## config.mk

```make
export PLATFORM = sky130hd
export DESIGN_NAME = fetch_unit
export DESIGN_NICKNAME = d
export VERILOG_FILES = /design/src/rtl/fetch_pkg.sv /design/src/rtl/fetch_queue.sv /design/src/rtl/fetch_unit.sv
export SDC_FILE = /design/constraint.sdc
export NUM_CORES = 1
export LEC_CHECK = 0
export CAP_MARGIN = 20
export CORE_MARGIN = 2
export CORE_UTILIZATION = 30
export CTS_CLUSTER_SIZE = 16
export DETAILED_ROUTE_END_ITERATION = 10
export HOLD_SLACK_MARGIN = 0.03
export PLACE_DENSITY = 0.49
export SETUP_SLACK_MARGIN = 0.5
export SLEW_MARGIN = 20
export SYNTH_ARGS = -nofsm -noshare
export SYNTH_HDL_FRONTEND = slang
export SYNTH_HIERARCHICAL = 1
export SYNTH_SLANG_ARGS = --single-unit
```

## constraint.sdc

```tcl
create_clock -name clock -period 14.9 [get_ports clock]
set_input_delay 1.49 -clock clock [delete_from_list [all_inputs] [get_ports clock]]
set_output_delay 1.49 -clock clock [all_outputs]
set_load 0.01 [all_outputs]
```

## src/rtl/fetch_pkg.sv

```systemverilog
// Shared definitions for the instruction-fetch slice: FSM states, line geometry, queue entry type.
package fetch_pkg;

  localparam int unsigned LINE_WORDS = 4;
  localparam int unsigned LINE_BITS  = 128;
  localparam int unsigned WSEL_W     = 2;

  typedef enum logic [1:0] {
    ST_IDLE = 2'd0,
    ST_REQ  = 2'd1,
    ST_WAIT = 2'd2
  } fetch_state_t;

  typedef struct packed {
    logic [31:0] pc;
    logic [31:0] inst;
  } qentry_t;

endpackage

```

## src/rtl/fetch_queue.sv

```systemverilog
// Instruction FIFO of {pc, inst}: up to LINE_WORDS pushes per cycle, single pop, flush, free count.
module fetch_queue
  import fetch_pkg::*;
#(
  parameter int unsigned DEPTH = 8
) (
  input  logic                          clock,
  input  logic                          reset_n,
  input  logic                          flush,
  input  logic [2:0]                    push_count,
  input  qentry_t [LINE_WORDS-1:0]      push_data,
  input  logic                          pop,
  output logic                          head_valid,
  output qentry_t                       head,
  output logic [$clog2(DEPTH):0]        free
);

  localparam int unsigned AW = $clog2(DEPTH);
  localparam int unsigned CW = AW + 1;

  qentry_t        mem [DEPTH];
  logic [AW-1:0]  rd_ptr;
  logic [AW-1:0]  wr_ptr;
  logic [CW-1:0]  count;
  logic           pop_ok;

  assign pop_ok     = pop && (count != '0);
  assign head_valid = (count != '0);
  assign head       = mem[rd_ptr];
  assign free       = CW'(DEPTH) - count;

  always_ff @(posedge clock) begin
    if (!flush) begin
      for (int unsigned i = 0; i < LINE_WORDS; i++) begin
        if (i < 32'(push_count)) mem[wr_ptr + AW'(i)] <= push_data[i];
      end
    end
  end

  always_ff @(posedge clock or negedge reset_n) begin
    if (!reset_n) begin
      rd_ptr <= '0;
      wr_ptr <= '0;
      count  <= '0;
    end else if (flush) begin
      rd_ptr <= '0;
      wr_ptr <= '0;
      count  <= '0;
    end else begin
      wr_ptr <= wr_ptr + AW'(push_count);
      rd_ptr <= rd_ptr + AW'(pop_ok);
      count  <= count + CW'(push_count) - CW'(pop_ok);
    end
  end

endmodule

```

## src/rtl/fetch_unit.sv

```systemverilog
// Fetch stage: PC, one-outstanding icache line requests, line split into an instruction queue.
// Optional stall counter output enabled by defining FETCH_STALL_COUNT_EN.
module fetch_unit
  import fetch_pkg::*;
#(
  parameter logic [31:0] RESET_PC    = 32'h0000_0000,
  parameter int unsigned QUEUE_DEPTH = 8
) (
  input  logic                 clock,
  input  logic                 reset_n,
  output logic [31:0]          icache_address,
  output logic                 icache_read,
  input  logic [LINE_BITS-1:0] icache_data,
  input  logic                 icache_ack,
  input  logic                 redirect_valid,
  input  logic [31:0]          redirect_target,
  output logic                 inst_valid,
  output logic [31:0]          inst,
  output logic [31:0]          inst_pc,
  input  logic                 inst_ready
`ifdef FETCH_STALL_COUNT_EN
  ,
  output logic [31:0]          stall_count
`endif
);

  localparam int unsigned CW = $clog2(QUEUE_DEPTH) + 1;

  fetch_state_t            state;
  logic [31:2]             pc;
  logic                    drop;
  logic [WSEL_W-1:0]       off;
  logic                    accept;
  logic [2:0]              push_count;
  qentry_t [LINE_WORDS-1:0] push_data;
  logic                    head_valid;
  qentry_t                 head;
  logic [CW-1:0]           free;
  logic                    unused_tgt_lsb;

  assign unused_tgt_lsb = ^redirect_target[1:0];
  assign off            = pc[3:2];
  assign accept         = (state == ST_WAIT) && icache_ack && !drop && !redirect_valid;
  assign push_count     = accept ? (3'(LINE_WORDS) - {1'b0, off}) : 3'd0;

  // Slot j carries word (off + j); only the first push_count slots are written.
  always_comb begin
    push_data = '0;
    for (int unsigned j = 0; j < LINE_WORDS; j++) begin
      push_data[j].pc   = {pc[31:4], off + WSEL_W'(j), 2'b00};
      push_data[j].inst = icache_data[{off + WSEL_W'(j), 5'b0} +: 32];
    end
  end

  fetch_queue #(.DEPTH(QUEUE_DEPTH)) u_queue (
    .clock      (clock),
    .reset_n    (reset_n),
    .flush      (redirect_valid),
    .push_count (push_count),
    .push_data  (push_data),
    .pop        (inst_ready),
    .head_valid (head_valid),
    .head       (head),
    .free       (free)
  );

  assign inst_valid = head_valid;
  assign inst       = head_valid ? head.inst : '0;
  assign inst_pc    = head_valid ? head.pc   : '0;

  always_ff @(posedge clock or negedge reset_n) begin
    if (!reset_n) begin
      state          <= ST_IDLE;
      pc             <= RESET_PC[31:2];
      drop           <= 1'b0;
      icache_read    <= 1'b0;
      icache_address <= '0;
    end else begin
      case (state)
        ST_IDLE: begin
          if (redirect_valid) begin
            pc <= redirect_target[31:2];
          end else if (free >= CW'(LINE_WORDS)) begin
            state          <= ST_REQ;
            icache_read    <= 1'b1;
            icache_address <= {4'b0, pc[31:4]};
          end
        end
        ST_REQ: begin
          icache_read <= 1'b0;
          state       <= ST_WAIT;
          if (redirect_valid) begin
            pc   <= redirect_target[31:2];
            drop <= 1'b1;
          end
        end
        ST_WAIT: begin
          // A redirect racing the ack consumes the ack itself, so nothing is left to drain.
          if (redirect_valid) begin
            pc <= redirect_target[31:2];
            if (icache_ack) begin
              state <= ST_IDLE;
              drop  <= 1'b0;
            end else begin
              drop <= 1'b1;
            end
          end else if (icache_ack) begin
            state <= ST_IDLE;
            drop  <= 1'b0;
            if (!drop) pc <= {pc[31:4] + 28'd1, 2'b00};
          end
        end
        default: begin
          state       <= ST_IDLE;
          icache_read <= 1'b0;
        end
      endcase
    end
  end

`ifdef FETCH_STALL_COUNT_EN
  always_ff @(posedge clock or negedge reset_n) begin
    if (!reset_n) stall_count <= '0;
    else if (state == ST_WAIT) stall_count <= stall_count + 32'd1;
  end
`endif

endmodule

```

After elaboration in Yosys (flattened, before gate mapping):

Memory sizes are Yosys's and may differ from the RTL's.
Cells that the tools add are included.
W data, S select, Z words.

* equal/unequal tests: 9
* $lt $le $gt $ge: 5
* shift operators: 4
* reduce and logical (&&, ||, !) cells: 16
* multiplexer cells: 35
* bitwise gates (word level): 2
* add/subtract/negate cells: 13

Operator list (count)
* $shiftx A128 B8 Y32: 4
* $mux W30: 4
* $mux W32: 2
* $pmux W30 S2: 1
* $add A28 B1 Y28 const B: 1
* $mux W1: 18
* $reduce_and A3 Y1: 4
* $mux W3: 3
* $ne A2 B2 Y1 const B: 4
* $add A3 B2 Y3 const B: 2
* $lt A1 B3 Y1 const A: 2
* $lt A2 B3 Y1 const A: 2
* $mux W2: 3
* $ne A3 B3 Y1 const B: 2
* $pmux W2 S3: 1
* $add A2 B2 Y2 const B: 2
* $add A4 B3 Y4: 1
* $ge A4 B3 Y1 const B: 1
* $logic_and A1 B1 Y1: 4
* $mux W4: 1
* $pmux W1 S2: 2
* $reduce_and A4 Y1: 1
* $reduce_bool A2 Y1: 2
* $reduce_bool A4 Y1: 1
* 14 further kinds: 16

* memories: 1
* word-level logic and storage cells: 93
* bits in writable memories: 496
* register bits: 72

Memory list
* u_queue.mem: words 8, width 62, read ports 1, clocked after Yosys merged registers in 0, wr ports 4, line fetch_queue.sv:21 `qentry_t mem [DEPTH];`

Logic depth before layout (Yosys ltp):

Gate-level depths: netlist of run 1.

* depth in word-level cells: 9
* depth in mapped cells: 17
* gate-level depth less buffers: 12

By module:

Netlist of run 1, hierarchy kept.

Modules (own cells, without submodules)
* fetch_queue: times used 1, cells each 3451, area each 33169.3 um^2
* fetch_unit: times used 1, cells each 564, area each 6809.0 um^2

Worst setup path after synthesis of run 1:

OpenSTA, ideal clock, no wires.

* path kind: register -> register
* start point: register pc[3] (netlist name)
* end point: memory u_queue/mem[2][0] (netlist name), enable pin
* data required time: 14.194 ns
* setup slack: 3.842 ns
* clock period less this slack: 11.058 ns
* data arrival time: 10.352 ns
* buffers on the path: 6
* cell stages (with the launch flop): 14
* cell sequence: dfrtp_1 buf_2 buf_2 buf_2 inv_1 ha_1 buf_2 buf_1 inv_1 nor2_1 a21o_1 buf_2 a22oi_1 o311ai_0

RTL lines
* start: declaration: line fetch_unit.sv:30 `logic [31:2] pc;`
* start signal: assignment: line fetch_unit.sv:74 `pc <= RESET_PC[31:2];`
* start signal: assignment: line fetch_unit.sv:82 `pc <= redirect_target[31:2];`
* start signal: assignment: line fetch_unit.sv:93 `pc <= redirect_target[31:2];`
* end: declaration: line fetch_queue.sv:21

==> results.json, run 1 <==
{
  "cts_num_sinks": 584,
  "hold_viol": 0,
  "fillers": 13100,
  "grt_usage": 0.244,
  "cts_hold_buf": 0,
  "regArea_um2": 17200,
  "cts_made_buffers": 72,
  "ctsResizeCount": 0,
  "drive_above_1_share": 0.160,
  "gp_congestion": 0.817,
  "critPathKind": "input port to register",
  "io-pin-count": 263,
  "drt-total-wl_um": 171000,
  "rsz0062_at_grt": "false",
  "cts_setup_buffers": 0,
  "clock-skew-final_ns": 0.0283,
  "power_density_nw_per_um2": 166,
  "cts_max_level": 3,
  "netSwitchingFraction": 0.390,
  "placeableCoreArea_um2": 132000,
  "setup_viol": 0,
  "p_clk_frac": 0.242,
  "worst_pin_slew_ns": 1.22,
  "die_area_um2": 136000,
  "grt_max_degree": 73,
  "outcome": "finished, final reports clean",
  "nNetsFinal": 4013,
  "arrival_ns": 6.64,
  "cts_tree": "built",
  "comb_power_share": 0.453,
  "syn-cell-area_um2": 40000,
  "drv_slew": 0,
  "sequentialPowerShare": 0.305,
  "p_sw_mw": 2.92,
  "crit_required_ns": 15.15,
  "peakVddDrop_mv": 0.0994,
  "avgViaCountPerCell": 6.25,
  "synth_cells": 4014,
  "hold_path.class": "register to register",
  "m1WireLength_um": 69000,
  "finalSetupTns_ns": 0,
  "drc": 0,
  "wl_met3_um": 20000,
  "grt-ovfl-total": 0,
  "start_kind": "input port",
  "slew-limit-headroom": 0.186,
  "clockBufferDepth": 3,
  "max_freq_mhz": 157,
  "ant_nets": 0,
  "io_buffer_count": 256,
  "antenna_found_initial": 2,
  "wl_met2_um": 76200,
  "drtIter0Drc": 4846,
  "rows": 133,
  "end_kind": "register",
  "max-cap-violations": 0,
  "post-route-min-period_ns": 6.39,
  "vias": 35300,
  "path_max_fanout": 42,
  "firstDrtPassIters": 6,
  "top_layer": "met5",
  "grt_pass1_vias": 33200,
  "dp_hpwl_um": 91500,
  "area_delta_synth_final_pct": 13.3,
  "die_w_um": 369,
  "fin_ws_ns": 8.51,
  "clk_latency_ns": 0.66,
  "cts.clk_slew.worst_paths_ns": 0.06,
  "cts-root-buf": "clkbuf_16",
  "power.internal_mw": 4.57,
  "ys_warn_count": 6,
  "p_leak_nw": 15.0,
  "dpl-instance-area_um2": 42900,
  "initial_core_util": 0.303,
  "fin_crit_sh": 0.429,
  "wl_per_cell_um": 30.4,
  "grt_first_pass_wirelength_um": 243000,
  "die_h_um": 369,
  "final_util": 0.344,
  "avgSynthCellArea_um2": 9.96,
  "multiInputGateArea_um2": 20000,
  "fin_area_um2": 45300,
  "preCtsSetupSlack_ns": 7.91
}
==> critical path, stage by stage <==
cell and delay (ns):
clkdlybuf4s50_1 0.39, buf_4 0.22, nor3b_4 0.19, buf_4 0.36, and3_1 0.66, nor2b_1 0.70
nand3_4 0.57, and2_4 0.52, o211ai_1 0.17, buf_4 0.44, buf_4 0.84
==> through the flow <==
| stage | instances | power, mW | hold WS [ns] |
|---|---|---|---|
| after floorplan | 4025 | 4.67 | 0.520 |
| after global placement | 5512 | 5.63 | 0.478 |
| after detailed placement | 5512 | 5.67 | 0.476 |
| after CTS | 5639 | 7.50 | 0.494 |
| after global routing | 5640 | 7.87 | 0.530 |
| final | 5641 | 7.50 | 0.492 |
==> worst paths after layout <==
path                                start                 end  slack (ns)  cells past startpoint
max                        redirect_valid  u_queue/mem[1][45]        8.51                     11
min                           icache_read         icache_read        0.49                      1
max reg2reg                         pc[2]  u_queue/mem[1][45]        8.75                     10
min reg2reg                   icache_read         icache_read        0.49                      1
max in group asynchronous         reset_n               pc[3]       13.44                      1
min in group asynchronous         reset_n   icache_address[1]        0.89                      1
==> layer usage <==
layer	GRT usage	up-vias
li1	-	14900
met3	0.0503	436
met2	0.374	2534
met5	0	-
met4	0.0840	2
met1	0.340	17400
==> cell usage in the layout, fill, tap and decap left out, types with 13 or more instances in the layout <==
master and count:
edfxtp_1 512, clkbuf_1 17, inv_1 22, mux2i_1 16, nand3_1 15, nand2_1 1034, clkbuf_16 75, mux2_2 92
a31oi_1 516, and2_1 70, nor2_1 27, o22ai_1 514, clkdlybuf4s50_1 255, dfrtp_1 61, o21ai_0 16, nand4_1 18
a21oi_1 17, ha_1 13, nand3_4 15, mux4_2 256, buf_4 110
==> registers in the layout (all words and copies together) (netlist names) <==
name            count
u_queue/count       4
drop                1
u_queue/rd_ptr      3
icache_read         1
u_queue/wr_ptr      3
icache_address     28
state               2
pc                 30
u_queue/mem       512
==> power groups by stage <==
stage | Sequential [mW] | Combinational, mW | Clock (mW)
after detailed placement | 2.32 | 3.35 | 0
after CTS | 2.29 | 3.38 | 1.84
final | 2.29 | 3.40 | 1.81
after global routing | 2.31 | 3.66 | 1.89
after global placement | 2.31 | 3.32 | 0
after floorplan | 2.20 | 2.47 | 0
==> final cells by class <==
class / count / area share
repair buffers: 367 / 0.0755
diodes: 1 / 0.0000553
clock buffers: 96 / 0.0441
multi-input cells: 2785 / 0.442
clock inverters: 31 / 0.00799
flip-flops and latches: 584 / 0.380
inverters: 22 / 0.00182
well taps: 1755 / 0.0485
No activity file was read; power rests on OpenSTA's default activity.
==> inputs of run 2 (changes only) <==
- PLACE_DENSITY: 0.49 -> 0.51
- clock period: 14.9 -> 5.8 ns (I/O delays scaled with it)
==> run 2 against run 1 <==
Register-to-register slack got worse by 7.5 ns. Power increased to 2.6 times the previous value. Clock skew increased by 0.0082 ns. Critical endpoint is now u_queue/mem[5][15].
==> results.json, run 2 (synthesis results as in run 1) <==
{
  "rows": 133,
  "end_kind": "register",
  "cts_num_sinks": 584,
  "cts_max_level": 3,
  "worst_pin_slew_ns": 1.28,
  "start_kind": "register",
  "clockBufferDepth": 3,
  "path_max_fanout": 64,
  "drive_above_1_share": 0.161,
  "drv_slew": 0,
  "grt_max_degree": 145,
  "io_buffer_count": 256,
  "final_cell_mix": "nand2_1 (1,034), a31oi_1 (516), o22ai_1 (514)",
  "clk_latency_ns": 0.66,
  "initial_core_util": 0.303,
  "cts_made_buffers": 74,
  "hold-worst-slack_ns": 0.372,
  "fin_ws_ns": 1.29,
  "netSwitchingFraction": 0.389,
  "drtIter0Drc": 4891,
  "die_w_um": 369,
  "cts_tree": "built",
  "clock-skew-final_ns": 0.0364,
  "arrival_ns": 4.84,
  "comb_power_share": 0.456,
  "reg_top3": "u_queue/mem (512), pc (30), icache_address (28)",
  "die_h_um": 369,
  "grt_pass1_vias": 33500,
  "p_leak_nw": 15.0,
  "grt-ovfl-total": 0,
  "crit_required_ns": 6.13,
  "avgViaCountPerCell": 6.22,
  "drt-total-wl_um": 164000,
  "dp_hpwl_um": 85000,
  "dp_cells": 5508,
  "met3_usage": 0.0513,
  "cts-root-buf": "clkbuf_16",
  "area_delta_synth_final_pct": 14.0,
  "peakVddDrop_mv": 0.249,
  "gp_congestion": 0.824,
  "max-cap-violations": 0,
  "power_density_nw_per_um2": 420,
  "grt_use_met2": 0.358,
  "met1_usage": 0.333,
  "final_util": 0.346,
  "grt_usage": 0.234,
  "antenna_found_initial": 4,
  "grt_first_pass_wirelength_um": 236000,
  "cts_setup_buffers": 0,
  "wl_per_cell_um": 29.1,
  "max_freq_mhz": 222,
  "power.internal_mw": 11.7,
  "preCtsSetupSlack_ns": 1.18,
  "io-pin-count": 263,
  "fin_crit_sh": 0.778,
  "ant_nets": 0,
  "placeableCoreArea_um2": 132000,
  "final_common_cell": "nand2_1",
  "vias": 35100,
  "max_flop_register": "u_queue/mem",
  "post-route-min-period_ns": 4.51,
  "p_sw_mw": 7.45,
  "sequentialPowerShare": 0.304,
  "p_clk_frac": 0.239,
  "hold_viol": 0,
  "nNetsFinal": 4015,
  "largest_reg_flops": 512,
  "die_area_um2": 136000,
  "outcome": "finished, final reports clean",
  "final_cells": 5646,
  "r2r_setup_slack_ns": 1.29,
  "firstDrtPassIters": 8,
  "rsz0062_at_grt": "false",
  "finalSetupTns_ns": 0,
  "hold_path.class": "input port to asynchronous set/reset pin",
  "drc": 0,
  "cts.clk_slew.worst_paths_ns": 0.06,
  "setup_viol": 0,
  "critPathKind": "register to register",
  "grt-busiest-layer": "met2",
  "slew-limit-headroom": 0.147
}
## run 2: changes by cell type in the layout (fill, tap and decap cells not counted), moves of 3 or more
cell,change
buf_4,-25
clkinv_1,+3
buf_12,+19
clkinv_2,+3
clkinvlp_4,+3
inv_1,-3
clkbuf_8,-4
## run 2: stage by stage
stage / power (mW) / instance area, µm²
final: 19.2 / 45600
after floorplan: 12.1 / 40100
after detailed placement: 14.6 / 43100
after global placement: 14.5 / 43100
after CTS: 19.2 / 45400
after global routing: 20.2 / 45600
## run 2: power by group through the flow
stage / Sequential, mW / Combinational [mW] / Clock, mW
global placement: 5.90 / 8.58 / 0
finish: 5.83 / 8.75 / 4.58
global route: 5.90 / 9.48 / 4.79
detailed placement: 5.91 / 8.68 / 0
floorplan: 5.65 / 6.43 / 0
CTS: 5.83 / 8.73 / 4.64
## run 2: worst paths after layout
check / end / start / cells past startpoint
max in group asynchronous: u_queue/rd_ptr[2] / reset_n / 3
worst max register to register: u_queue/mem[5][15] / pc[3] / 9
worst min-delay path: icache_address[0] / reset_n / 2
worst min register to register: icache_read / icache_read / 1
min in group clock: icache_read / icache_read / 1
worst max-delay path: u_queue/mem[5][15] / pc[3] / 9
## run 2: cell type report
class	count	area, µm²
multi-input combinational	2785	20100
sequential	584	17200
inverter	22	90.1
clock buffer	93	1940
fill	13100	86200
clock inverter	38	379
antenna	2	5.00
tap	1755	2200
timing repair buffer	367	3710
## run 2: what timing repair did
action                    4_1_cts  5_1_grt
hold buffers                    0        1
hold endpoints to repair        0       18
resized for setup               0        0
## run 2: critical path, cell delays in order (launching register included)
cell	delay [ns]
dfrtp_4	0.88
inv_4	0.22
ha_4	0.22
and3_1	0.33
a21o_1	0.39
nand3b_1	0.16
buf_4	0.55
and2_4	0.27
buf_4	0.94
a31oi_1	0.19
## run 2: routing by layer
| layer | wire, µm | share of wire |
|---|---|---|
| met1 | 67200 | 0.41 |
| met2 | 72700 | 0.44 |
| met3 | 20100 | 0.12 |
| met4 | 4090 | 0.025 |
| met5 | 0 | 0 |
